[config.mk]
export PLATFORM = sky130hd
export DESIGN_NAME = cycle_sequencer
export DESIGN_NICKNAME = d
export VERILOG_FILES = /design/src/rtl/cycle_sequencer_pkg.sv /design/src/rtl/cycle_sequencer_tcount.sv /design/src/rtl/cycle_sequencer.sv
export SDC_FILE = /design/constraint.sdc
export NUM_CORES = 1
export LEC_CHECK = 0
export BUFFER_PORTS_ARGS = -buffer_cell sky130_fd_sc_hd__buf_2
export CORE_MARGIN = 8
export CORE_UTILIZATION = 53
export CTS_BUF_LIST = sky130_fd_sc_hd__clkbuf_4 sky130_fd_sc_hd__clkbuf_8
export DETAILED_ROUTE_END_ITERATION = 7
export PLACE_DENSITY_LB_ADDON = 0.3
export RECOVER_POWER = 100
export SLEW_MARGIN = 30
export SYNTH_ARGS = -nofsm -noshare
export SYNTH_HDL_FRONTEND = slang
export SYNTH_HIERARCHICAL = 1
export SYNTH_SLANG_ARGS = --single-unit
[constraint.sdc]
create_clock -name clock -period 5.3 [get_ports clock]
set_input_delay 0.265 -clock clock [delete_from_list [all_inputs] [get_ports clock]]
set_output_delay 0.265 -clock clock [all_outputs]
set_load 0.01 [all_outputs]
[src/rtl/cycle_sequencer_pkg.sv]
// cycle_sequencer_pkg: state encoding, opcode constants and limit helper for the M/T-cycle sequencer
// Shared by cycle_sequencer and its testless clients; CYCLE_SEQ_WAIT_EN is handled in the top.
package cycle_sequencer_pkg;
  typedef enum logic [2:0] {
    SEQ_FETCH,
    SEQ_CB_FETCH,
    SEQ_EXEC,
    SEQ_HALT,
    SEQ_IRQ
  } seq_state_e;
  localparam logic [7:0] OPC_CB_PREFIX = 8'hCB;
  // Instruction length in M-cycles: clamped to 1..max_m, and a CB opcode always spans both fetches.
  function automatic logic [3:0] clamp_limit(input logic [3:0] req, input logic [3:0] max_m, input logic cb);
    logic [3:0] l;
    l = req == 4'd0 ? 4'd1 : req > max_m ? max_m : req;
    return cb && l < 4'd2 ? 4'd2 : l;
  endfunction
endpackage

[src/rtl/cycle_sequencer_tcount.sv]
// seq_tcount: T-cycle counter with hold and wrap, carry marks the last T of an M-cycle
// Ports: clock, reset (sync, active-high), clear (force T0), hold (freeze count),
//        t (current T index), carry (advance the M-cycle counter this clock).
module seq_tcount #(
  parameter int T_PER_M = 4,
  localparam int TW = $clog2(T_PER_M)
) (
  input  logic          clock,
  input  logic          reset,
  input  logic          clear,
  input  logic          hold,
  output logic [TW-1:0] t,
  output logic          carry
);
  assign carry = !clear && !hold && t == TW'(T_PER_M - 1);
  always_ff @(posedge clock)
    if (reset || clear) t <= '0;
    else if (!hold) t <= carry ? '0 : t + TW'(1);
endmodule

[src/rtl/cycle_sequencer.sv]
// cycle_sequencer: M/T-cycle sequencer for fetch, CB-prefix, execute, HALT and interrupt entry
// Ports: clock, reset (sync, active-high); instruction, m_cycles_req, halt_req from IR/decoder;
//        mem_ready (bus wait), irq_pending, ime; m_cycle, t_cycle, cb, fetch strobes
//        (fetch_addr_ld, fetch_pc_inc, ir_load), instr_done, halted, irq_ack.
// Build option: define CYCLE_SEQ_WAIT_EN to stretch T1 while mem_ready is low; otherwise mem_ready is ignored.
module cycle_sequencer
  import cycle_sequencer_pkg::*;
#(
  parameter int T_PER_M = 4,
  parameter int M_MAX = 6,
  parameter int IRQ_M_CYCLES = 5,
  localparam int MW = $clog2(M_MAX),
  localparam int TW = $clog2(T_PER_M)
) (
  input  logic          clock,
  input  logic          reset,
  input  logic [7:0]    instruction,
  input  logic [3:0]    m_cycles_req,
  input  logic          halt_req,
  input  logic          mem_ready,
  input  logic          irq_pending,
  input  logic          ime,
  output logic [MW-1:0] m_cycle,
  output logic [TW-1:0] t_cycle,
  output logic          cb,
  output logic          fetch_addr_ld,
  output logic          fetch_pc_inc,
  output logic          ir_load,
  output logic          instr_done,
  output logic          halted,
  output logic          irq_ack
);
  seq_state_e state, state_n;
  logic [MW-1:0] m_n;
  logic [3:0] lim;
  logic cb_n, hold, carry, fin, irq_fin, fetch_ph, is_cb;
`ifdef CYCLE_SEQ_WAIT_EN
  assign hold = t_cycle == TW'(1) && !mem_ready;
`else
  logic unused_mem_ready;
  assign unused_mem_ready = mem_ready;
  assign hold = 1'b0;
`endif
  seq_tcount #(.T_PER_M(T_PER_M)) u_tcount (
    .clock(clock),
    .reset(reset),
    .clear(state == SEQ_HALT),
    .hold(hold),
    .t(t_cycle),
    .carry(carry)
  );
  assign is_cb = instruction == OPC_CB_PREFIX;
  assign lim = clamp_limit(m_cycles_req, 4'(M_MAX), cb);
  // >= rather than == keeps m_cycle bounded even if the decoder shrinks the count mid-instruction
  assign fin = carry && ((state == SEQ_FETCH && !is_cb && lim == 4'd1) ||
                         (state == SEQ_CB_FETCH && lim <= 4'd2) ||
                         (state == SEQ_EXEC && 4'(m_cycle) >= lim - 4'd1));
  assign irq_fin = carry && state == SEQ_IRQ && m_cycle == MW'(IRQ_M_CYCLES - 1);
  assign fetch_ph = state == SEQ_FETCH || state == SEQ_CB_FETCH;
  assign fetch_addr_ld = fetch_ph && t_cycle == TW'(0);
  assign fetch_pc_inc = fetch_ph && t_cycle == TW'(1);
  assign ir_load = fetch_ph && t_cycle == TW'(2);
  assign instr_done = fin;
  assign halted = state == SEQ_HALT;
  assign irq_ack = state == SEQ_IRQ && m_cycle == '0 && t_cycle == TW'(0);
  always_comb begin
    state_n = fin ? (irq_pending && ime ? SEQ_IRQ : halt_req ? SEQ_HALT : SEQ_FETCH)
            : irq_fin ? SEQ_FETCH
            : state == SEQ_HALT ? (!irq_pending ? SEQ_HALT : ime ? SEQ_IRQ : SEQ_FETCH)
            : !carry ? state
            : state == SEQ_FETCH ? (is_cb ? SEQ_CB_FETCH : SEQ_EXEC)
            : state == SEQ_CB_FETCH ? SEQ_EXEC : state;
    m_n = fin || irq_fin || state == SEQ_HALT ? '0 : carry ? m_cycle + MW'(1) : m_cycle;
    cb_n = fin ? 1'b0 : carry && state == SEQ_FETCH && is_cb ? 1'b1 : cb;
  end
  always_ff @(posedge clock)
    if (reset) begin
      state <= SEQ_FETCH;
      m_cycle <= '0;
      cb <= 1'b0;
    end else begin
      state <= state_n;
      m_cycle <= m_n;
      cb <= cb_n;
    end
endmodule

; ---- Word-level counts from Yosys, hierarchy flattened
; Index checks and enable logic that the tools add are counted.
[totals]
in_bits = 18
mem_bits_rw = 0
reg_bits = 9
rom_bits = 0
n_memories = 0
out_inout_bits = 12
latch_bits = 0
word_cells = 70
[classes]
div = 0
n_lt_le_gt_ge = 4
n_mux = 14
n_addsub = 3
n_bitwise = 0
n_shift = 0
mul = 0
eq_ne = 10
n_reduce_logical = 35
[op_table]
columns = cell, n
row1 = 3-bit 2-to-1 mux, 9
row2 = 1-bit logical AND, 17
row3 = 4-bit 2-to-1 mux, 3
row4 = 8-bit equality test (second input constant), 1
row5 = 3-bit by 2-bit equality test with 1-bit output (second input constant), 2
row6 = 3-bit equality test (second input constant), 2
row7 = 3-bit zero test, 2
row8 = 1-bit logical OR, 6
row9 = 2-bit OR reduction, 3
row10 = 5-bit nonzero test, 1
row11 = 2-bit equality test (second input constant), 2
row12 = 4-bit by 1-bit equality test with 1-bit output (second input constant), 1
row13 = 3-bit by 4-bit >= comparator with 1-bit output, 1
row14 = 4-bit by 3-bit greater-than comparator with 1-bit output (second input constant), 1
row15 = 4-bit by 2-bit <= comparator with 1-bit output (second input constant), 1
row16 = 4-bit zero test, 1
row17 = 4-bit by 2-bit less-than comparator with 1-bit output (second input constant), 1
row18 = 2-bit 2-to-1 mux, 2
row19 = 4-bit nonzero test, 1
row20 = 4-bit by 1-bit subtractor with 4-bit output (second input constant), 1
row21 = 3-bit by 1-bit adder with 3-bit output (second input constant), 1
row22 = 3-bit by 1-bit equality test with 1-bit output (second input constant), 1
row23 = 2-bit by 1-bit adder with 2-bit output (second input constant), 1
row24 = 2-bit by 1-bit equality test with 1-bit output (second input constant), 1
row25 = 3 further kinds, 4

; ---- Longest topological paths before layout
; Gate-level depths: netlist of run 1.
[depth]
depth_word = 14
ltp_mapped = 10
ltp_nobuf = 9

; ---- Cells and area by module
; Netlist of run 1, hierarchy kept.
[modules_own_cells]
columns = module, seq_area_each_um2, cells_per_inst, area_per_inst_um2, instances
row1 = cycle_sequencer, 140.1, 85, 660.6, 1
row2 = seq_tcount, 40.0, 9, 97.6, 1

; ---- Worst setup path before layout of run 1
; OpenSTA, ideal clock, no wires.
[synth_path]
path_type = register -> register
from = reg cb
to = reg m_cycle[0]
setup_slack_ns = 2.850
required_ns = 5.236
setup_ns = 0.064
period_less_slack_ns = 2.450
path_stages_with_launch = 10
t_arrival_ns = 2.386
n_path_buf = 0
cell_sequence = dfxtp_1 -> nor4_1 -> a31oi_1 -> ha_1 -> nand2b_1 -> a211oi_1 -> nor2_1 -> o221a_4 -> or4b_4 -> nor2_1
[synth_between]
elab_chain_cells = 10
elab_cells_between_ends = 15
classes_between = add/sub: 1 / order compare: 2 / eq/ne: 1 / mux: 1 / reduce/logical: 10
[synth_rtl]
columns = element, line
row1 = from (decl), cycle_sequencer.sv:25  ; output logic cb,
row2 = from (signal assigned), cycle_sequencer.sv:84  ; cb <= cb_n;
row3 = 1-bit logical AND (*), cycle_sequencer_pkg.sv:16  ; return cb && l < 4'd2 ? 4'd2 : l;
row4 = 4-bit 2-to-1 mux (*), cycle_sequencer_pkg.sv:16
row5 = "4-bit by 1-bit subtractor with 4-bit output, or another cell as far along", cycle_sequencer.sv:57  ; (state == SEQ_EXEC && 4'(m_cycle) >= lim - 4'd1));
row6 = "3-bit by 4-bit >= comparator with 1-bit output, or another cell as far along", cycle_sequencer.sv:57
row7 = 1-bit logical AND or 1-bit logical OR (tied branches), "cycle_sequencer.sv:57, cycle_sequencer.sv:55"
row8 = 1-bit logical OR (*), cycle_sequencer.sv:56  ; (state == SEQ_CB_FETCH && lim <= 4'd2) ||
row9 = 1-bit logical AND (*), cycle_sequencer.sv:55  ; assign fin = carry && ((state == SEQ_FETCH && !is_cb && lim == 4'd1) ||
row10 = named net instr_done, cycle_sequencer.sv:29  ; output logic instr_done,
row11 = 1-bit logical OR (*) (2 in a row), cycle_sequencer.sv:73  ; m_n = fin || irq_fin || state == SEQ_HALT ? '0 : carry ? m_cycle + MW'(1) : m_cycle;
row12 = 2-bit OR reduction (no source line) (*), --
row13 = to (signal assigned), cycle_sequencer.sv:83  ; m_cycle <= m_n;
row14 = to (decl), cycle_sequencer.sv:23  ; output logic [MW-1:0] m_cycle,
; The timed path passes the listed nets; every way through them passes the cells marked *.
; A chain may end at the register's enable or synchronous reset.

; ---- Final worst setup path of run 1
[layout_path]
from = reg cb
to = reg m_cycle[1]
[layout_between]
elab_chain_cells = 10
elab_cells_between_ends = 15
classes_between = add/sub: 1 / order compare: 2 / eq/ne: 1 / mux: 1 / reduce/logical: 10
[layout_rtl]
columns = element, line
row1 = 1-bit logical AND (*), cycle_sequencer_pkg.sv:16
row2 = 4-bit 2-to-1 mux (*), cycle_sequencer_pkg.sv:16
row3 = "4-bit by 1-bit subtractor with 4-bit output, or another cell as far along", cycle_sequencer.sv:57
row4 = "3-bit by 4-bit >= comparator with 1-bit output, or another cell as far along", cycle_sequencer.sv:57
row5 = 1-bit logical AND or 1-bit logical OR (tied branches), "cycle_sequencer.sv:57, cycle_sequencer.sv:55"
row6 = 1-bit logical OR (*), cycle_sequencer.sv:56
row7 = 1-bit logical AND (*), cycle_sequencer.sv:55
row8 = 1-bit logical OR (*) (2 in a row), cycle_sequencer.sv:73
row9 = 2-bit OR reduction (no source line) (*), --
; Every way passes the cells marked *; elsewhere a longest branch is shown, timed or not.

==> impl_metrics.ini, run 1 <==
[yosys]
avgSynthCellArea_sq_um = 8.066
yosys.area_share.simple_pct = 31.19
ys.flop_type = dfxtp_1
netlist_instances = 94
synth_mux_area_share_pct = 5.281
postSynth.asyncResetShare_pct = 0
synth_top_family_by_area = simple AND/OR/NAND/NOR gates
synth_cell_types = 40
ys_ff_latch = 9
yosys.area_share.adder_pct = 9.901
yosys_warnings = 6
synth.area.top_cells = dfxtp_1, ha_1, a21oi_1, mux2i_1, nand2_1
yosys.area.top_type_share_pct = 23.76
synth_top_area_cell = dfxtp_1
synth-edff-count = 0
ys_seq_area_share_pct = 23.76
syn_area_sq_um = 758.2
synth_compound_area_share_pct = 20.30
synthXorXnorAreaFrac_pct = 3.465

[setup_path]
crit_end = m_cycle[1]$_SDFFE_PP0P_
critical_path.startpoint = cb$_SDFFE_PP0P_
arrival_ns = 2.88
crit_fanout = 7
r2r_start = cb$_SDFFE_PP0P_
rrSetupSlack_ns = 2.62
r2r-end = m_cycle[1]$_SDFFE_PP0P_
critPathCaptureType = flop
cp_data_required_time_ns = 5.50
worstSetupPathType = flop to flop
worstRegToRegCells = 9
start_kind = flop

[timing]
rsz0062_at_grt = no
period_minus_slack_ns = 2.676
tns_ns = 0
post-route-period-util_pct = 50.49
finalHoldViolCount = 0
tightest_slew_ns = 0.6167
max_freq_mhz = 373.7
finalSetupViolCount = 0
hold_ws_ns = 0.2913
skew_ns = 0.001303
slew_violations = 0
max-slew-margin-rel_pct = 58.70

[cts]
cts_buffers = 3
cts.sinks = 9
post_cts_resized = 0
clk-insertion-delay-late_ns = 0.26
clkTransAtPathRegs_ns = 0.06
cts_tree = yes
htree_levels = 1
holdBufCountCts = 0
cts_setup_buffers = 0
cts-root-buf = clkbuf_4
clk_path_buf_depth = 2

[finish]
area_growth_syn_to_layout_pct = 20.79
multiInputGateArea_sq_um = 543.0
fin_util_pct = 69.52
postLayoutCellArea_sq_um = 915.9
antenna_cells = 0
ff_latch_area_sq_um = 180.2
nets = 150
n_fill_cell = 126
final_layout_size_suffix_gt1_share_pct = 20.00

[status]
status = completed

[placed_design]
placedInstanceArea_sq_um = 909.6
gp_routability_congestion = 0.7760
io_buffers = 28
hpwl_um = 1530

[drt]
drc = 0
drt_pass1_iterations = 4
drt_iter0_markers = 15
vias_per_cell = 5.486
totalWireLength_um = 1877
ant_nets = 0
vias = 768
drt-wirelength-per-cell_um = 13.41

[power_and_ir_drop]
power.density_nw_per_um2 = 174.6
p_leak_nw = 0.4052
peakVddDrop_v = 0.0001908

[floorplanning]
initial_utilization_pct = 57.55
core_sq_um = 1318
fp-row-count = 13
io_pins = 30
dieArea_sq_um = 2897
die_w_um = 53.83
die_height_um = 53.83

[grt]
antenna_found_initial = 0
grt_overflow = 0
grt_use_total_pct = 12.89
grt_max_degree = 10
grt_pass1_vias = 724
grt_pass1_wl_um = 2898

[run]
max_cap_violations = 0

[hold_path]
min_path_type = primary input to flop
-- cells in the mapped netlist (3+ instances only) --
| cell type | count |
|---|---|
| nor2_1 | 7 |
| mux2i_1 | 4 |
| nor3b_1 | 3 |
| ha_1 | 6 |
| dfxtp_1 | 9 |
| inv_1 | 5 |
| a21oi_1 | 10 |
| nand2_1 | 8 |
| nor3_1 | 4 |
-- sequential cells by signal, indices dropped and copies added, names as in the netlist --
name / count
m_cycle: 3
u_tcount/t: 2
state: 3
cb: 1
-- critical path: stages (launching register included) --
cell      delay [ns]
dfxtp_1         0.35
nor4_1          0.28
a31oi_1         0.10
ha_1            0.28
nand2b_1        0.14
a211oi_1        0.31
nor2_1          0.11
o221a_4         0.33
or4b_1          0.58
nor2_1          0.13
-- report_power, final --
group / total [mW] / internal (mW) / switching (mW)
combinational: 0.0297 / 0.0143 / 0.0154
sequential: 0.0719 / 0.0692 / 0.00272
clock: 0.0582 / 0.0341 / 0.0241
-- worst min-delay path by stage --
| stage | startpoint | end | slack [ns] | cells past startpoint |
|---|---|---|---|---|
| floorplan | reset | u_tcount/t[0]$_SDFFE_PP0N_ | 0.33 | 1 |
| global placement | reset | u_tcount/t[0]$_SDFFE_PP0N_ | 0.53 | 2 |
| detailed placement | m_cycle[0]$_SDFFE_PP0P_ | m_cycle[0]$_SDFFE_PP0P_ | 0.54 | 2 |
| CTS | reset | u_tcount/t[0]$_SDFFE_PP0N_ | 0.27 | 2 |
| global route | reset | state[2]$_SDFFE_PP0P_ | 0.27 | 2 |
| finish | reset | state[2]$_SDFFE_PP0P_ | 0.29 | 2 |
-- cells by family (layout without fill, tap and decap cells) --
| logic type | after synthesis | count (layout) |
|---|---|---|
| XOR/XNOR | 3 | 3 |
| flip-flops | 9 | 9 |
| AO/OA/AOI/OAI | 22 | 22 |
| adder cells (fa/ha/maj) | 6 | 6 |
| other | 1 | 4 |
| multiplexers | 4 | 4 |
| buffers and inverters | 9 | 37 |
| AND/OR/NAND/NOR | 40 | 40 |
-- placed cells by master, fill, tap and decap left out, types with 4 or more instances in the layout --
master / instances
nand2_1: 8
clkbuf_4: 4
clkbuf_1: 12
conb_1: 4
a21oi_1: 10
ha_1: 6
nor2_1: 7
inv_1: 5
mux2i_1: 4
nor3_1: 4
dfxtp_1: 9
buf_2: 16
-- layout make-up --
| class | count | area share (%) |
|---|---|---|
| tap | 15 | 2.049 |
| multi-input combinational | 79 | 59.29 |
| clock buffer | 4 | 3.279 |
| sequential | 9 | 19.67 |
| timing repair buffer | 28 | 13.66 |
| inverter | 5 | 2.049 |
-- metrics by stage --
step	total power [mW]	setup WS (ns)	instances
floorplan	0.09134	2.850	97
global placement	0.1031	2.663	136
detailed placement	0.1047	2.605	136
CTS	0.1630	2.679	140
global route	0.1675	2.431	140
finish	0.1599	2.624	140
-- per-layer routing --
layer | global-route usage, % | up-vias | share of wire, %
li1 | - | 400 | -
met1 | 15.42 | 347 | 44
met2 | 20.66 | 19 | 49
met3 | 4.683 | 2 | 6.1
met4 | 4.622 | 0 | 0.75
met5 | 0 | - | 0
No activity file was read; power rests on OpenSTA's default activity.
==> run 2, diff against run 1 <==
--- a/config.mk
+++ b/config.mk
@@ -5,9 +5,10 @@
 export SDC_FILE = /design/constraint.sdc
 export NUM_CORES = 1
 export LEC_CHECK = 0
+export ABC_AREA = 1
 export BUFFER_PORTS_ARGS = -buffer_cell sky130_fd_sc_hd__buf_2
 export CORE_MARGIN = 8
-export CORE_UTILIZATION = 53
+export CORE_UTILIZATION = 46
 export CTS_BUF_LIST = sky130_fd_sc_hd__clkbuf_4 sky130_fd_sc_hd__clkbuf_8
 export DETAILED_ROUTE_END_ITERATION = 7
 export PLACE_DENSITY_LB_ADDON = 0.3
==> constraint.sdc (replaced) <==
create_clock -name clock -period 2.1 [get_ports clock]
set_input_delay 0.105 -clock clock [delete_from_list [all_inputs] [get_ports clock]]
set_output_delay 0.105 -clock clock [all_outputs]
set_load 0.01 [all_outputs]
==> impl_metrics.ini, run 2 <==
[finish]
antenna_cells = 0
final_cell_mix = nand2_1, inv_1, buf_2
final_layout_size_suffix_gt1_share_pct = 33.33
mostFrequentLayoutCell = nand2_1
layoutNonFillerInstCount = 211
area_growth_syn_to_layout_pct = 44.93
reg.largest.list = m_cycle x3, state x3, u_tcount/t x2
nets = 211
n_fill_cell = 147

[yosys]
synth_compound_area_share_pct = 7.262
synth_top_area_cell = dfxtp_1
ys_seq_area_share_pct = 21.79
ys_ff_latch = 9
synth.area.top_cells = dfxtp_1, nand2_1, inv_1, ha_1, nand3_1
synth_most_common_cell = nand2_1
yosys_warnings = 6
yosys.area.top_type_share_pct = 21.79
postSynth.asyncResetShare_pct = 0
netlist_instances = 141
synth_cell_types = 20
synthTopCellsByCount = nand2_1, inv_1, nor2_1
ys.flop_type = dfxtp_1
synthXorXnorAreaFrac_pct = 0
synth-edff-count = 0
avgSynthCellArea_sq_um = 5.866
yosys.area_share.adder_pct = 9.077
synth_top_family_by_area = simple AND/OR/NAND/NOR gates
yosys.area_share.simple_pct = 47.35
syn_area_sq_um = 827.0
synth_mux_area_share_pct = 0

[setup_path]
crit_fanout = 2
critPathCaptureType = output pin
path_buf_inv = 3
cp_slowest_cell = dfxtp_2
cp_data_required_time_ns = 2.00
arrival_ns = 1.97
path_cells = nand3_2, nand2_2, nand3_2, o21a_1, ha_4, nand2_2, nand2_1, nand2_1, nand3_1, nand2_1, nand3_2, nand2_2, inv_2, buf_6, buf_6
critical_path.top_delay_family = simple AND/OR/NAND/NOR gates
rrSetupSlack_ns = 0.08
start_kind = flop
r2r_start = cb$_SDFFE_PP0P_
r2r-end = state[2]$_SDFFE_PP0P_
cpPeakStageDelay_ns = 0.34
worstSetupPathType = flop to output pin
worstRegToRegCells = 18

[power_and_ir_drop]
peakVddDrop_v = 0.0003273
clockPowerShare_pct = 34.5
power_mw = 0.4770
power.density_nw_per_um2 = 397.9
swShare_pct = 33.02
cell_internal_pwr_mw = 0.3195
p_leak_nw = 0.6785
p_switching_mw = 0.1575
p_seq_share_pct = 39.0
p_comb_share_pct = 26.6

[timing]
period_minus_slack_ns = 2.079
slew_violations = 0
post-route-period-util_pct = 99.01
finalSetupViolCount = 0
skew_ns = 0.009072
max_freq_mhz = 481.0
rsz0062_at_grt = yes
finalHoldViolCount = 0
tns_ns = 0

[status]
status = completed

[grt]
use_met3_pct = 4.348
busiest_layer = met2
grt_use_met1_pct = 14.80
grt_pass1_vias = 991
antenna_found_initial = 0
grt_pass1_wl_um = 4008
grtUsageMet2_pct = 26.30
grt_use_total_pct = 14.72
grt_overflow = 0
grt_max_degree = 7

[cts]
clkTransAtPathRegs_ns = 0.08
htree_levels = 1
cts-root-buf = clkbuf_4
cts_buffers = 3
clk-insertion-delay-late_ns = 0.28
clk_path_buf_depth = 2
cts.sinks = 9
cts_tree = yes

[drt]
drt_iter0_markers = 20
drt-wirelength-per-cell_um = 11.52
drt_pass1_iterations = 4
drc = 0
totalWireLength_um = 2431
vias = 1012
ant_nets = 0
vias_per_cell = 4.796

[floorplanning]
initial_utilization_pct = 48.42
core_sq_um = 1708
fp-row-count = 15
io_pins = 30
die_height_um = 58.40
dieArea_sq_um = 3411
die_w_um = 58.40

[hold_path]
worstHoldPathCells = 2
hp-start = reset
min_path_type = primary input to flop
worstHoldEndpoint = state[2]$_SDFFE_PP0P_

[placed_design]
placedCellCount = 204
hpwl_um = 1806
gp_routability_congestion = 0.8933
io_buffers = 28

[run]
max_cap_violations = 0
-- run 2: cell types whose count changed in the layout (fill, tap and decap cells not counted), sizes merged, moves of 4 or more --
cell,delta
inv,+26
nand3,+13
a21oi,-5
buf,+18
mux2i,-4
clkbuf,-8
nand2,+30
nor2,+12
-- run 2: layout make-up --
type / count / area (sq um) / area share (%)
clock buffers: 4 / 30.03 / 2.505
well taps: 25 / 31.28 / 2.610
multi-input cells: 104 / 619.3 / 51.67
flip-flops and latches: 9 / 181.4 / 15.14
inverters: 31 / 116.4 / 9.708
repair buffers: 38 / 220.2 / 18.37
-- run 2: routing by layer --
layer / vias up / share of wire, %
li1: 531 / -
met1: 446 / 41
met2: 28 / 51
met3: 7 / 5.4
met4: 0 / 2.9
met5: - / 0
-- run 2: metrics by stage --
step	util (%)	hold slack (ns)	setup WS (ns)	cell area, sq um
6_report	70.18	0.05643	0.02087	1199
3_3_place_gp	62.20	0.3308	-0.004606	1062
5_1_grt	70.18	0.04679	-0.1056	1199
4_1_cts	67.18	0.06296	-0.04365	1147
2_1_floorplan	-	0.1765	0.1564	838.3
3_5_place_dp	62.20	0.3396	-0.1041	1062
-- run 2: kinds of logic after synthesis --
kind of cell / Yosys count
simple gates: 83
flops: 9
compound gates: 11
fa+ha+maj: 6
other cells: 1
buf+inv: 31
-- run 2: how the worst max path moves through the flow --
| stage | from | to | cells after the start |
|---|---|---|---|
| after global placement | m_cycles_req[1] | state[1]$_SDFFE_PP0P_ | 18 |
| after global routing | cb$_SDFFE_PP0P_ | instr_done | 15 |
| final | cb$_SDFFE_PP0P_ | instr_done | 15 |
| after detailed placement | m_cycles_req[1] | m_cycle[2]$_SDFFE_PP0P_ | 19 |
| after CTS | cb$_SDFFE_PP0P_ | instr_done | 15 |
| after floorplan | cb$_SDFFE_PP0P_ | state[0]$_SDFFE_PP0P_ | 15 |
-- run 2: power groups by stage --
stage               combinational [mW]  sequential [mW]  clock (mW)
global placement                 0.111            0.189           0
finish                           0.127            0.186       0.164
CTS                              0.121            0.185       0.166
floorplan                       0.0671            0.190           0
global route                     0.145            0.187       0.175
detailed placement               0.116            0.189           0
-- run 2: what timing repair did --
| action | in CTS | in global routing |
|---|---|---|
| pin swaps | 5 | 7 |
| hold buffers | 0 | 0 |
| setup buffers | 2 | 1 |
| endpoints found under the setup margin | 3 | 7 |
| endpoints found under the hold margin | 0 | 0 |
| gates resized for setup | 10 | 10 |
-- run 2: worst register-to-register path, delay by kind of cell (launching register included) --
kind,cells,cell delay [ns]
AND/OR/NAND/NOR,15,1.09
adder cells (fa/ha/maj),1,0.22
buffers and inverters,1,0.13
flip-flops,1,0.34
AO/OA/AOI/OAI,1,0.13
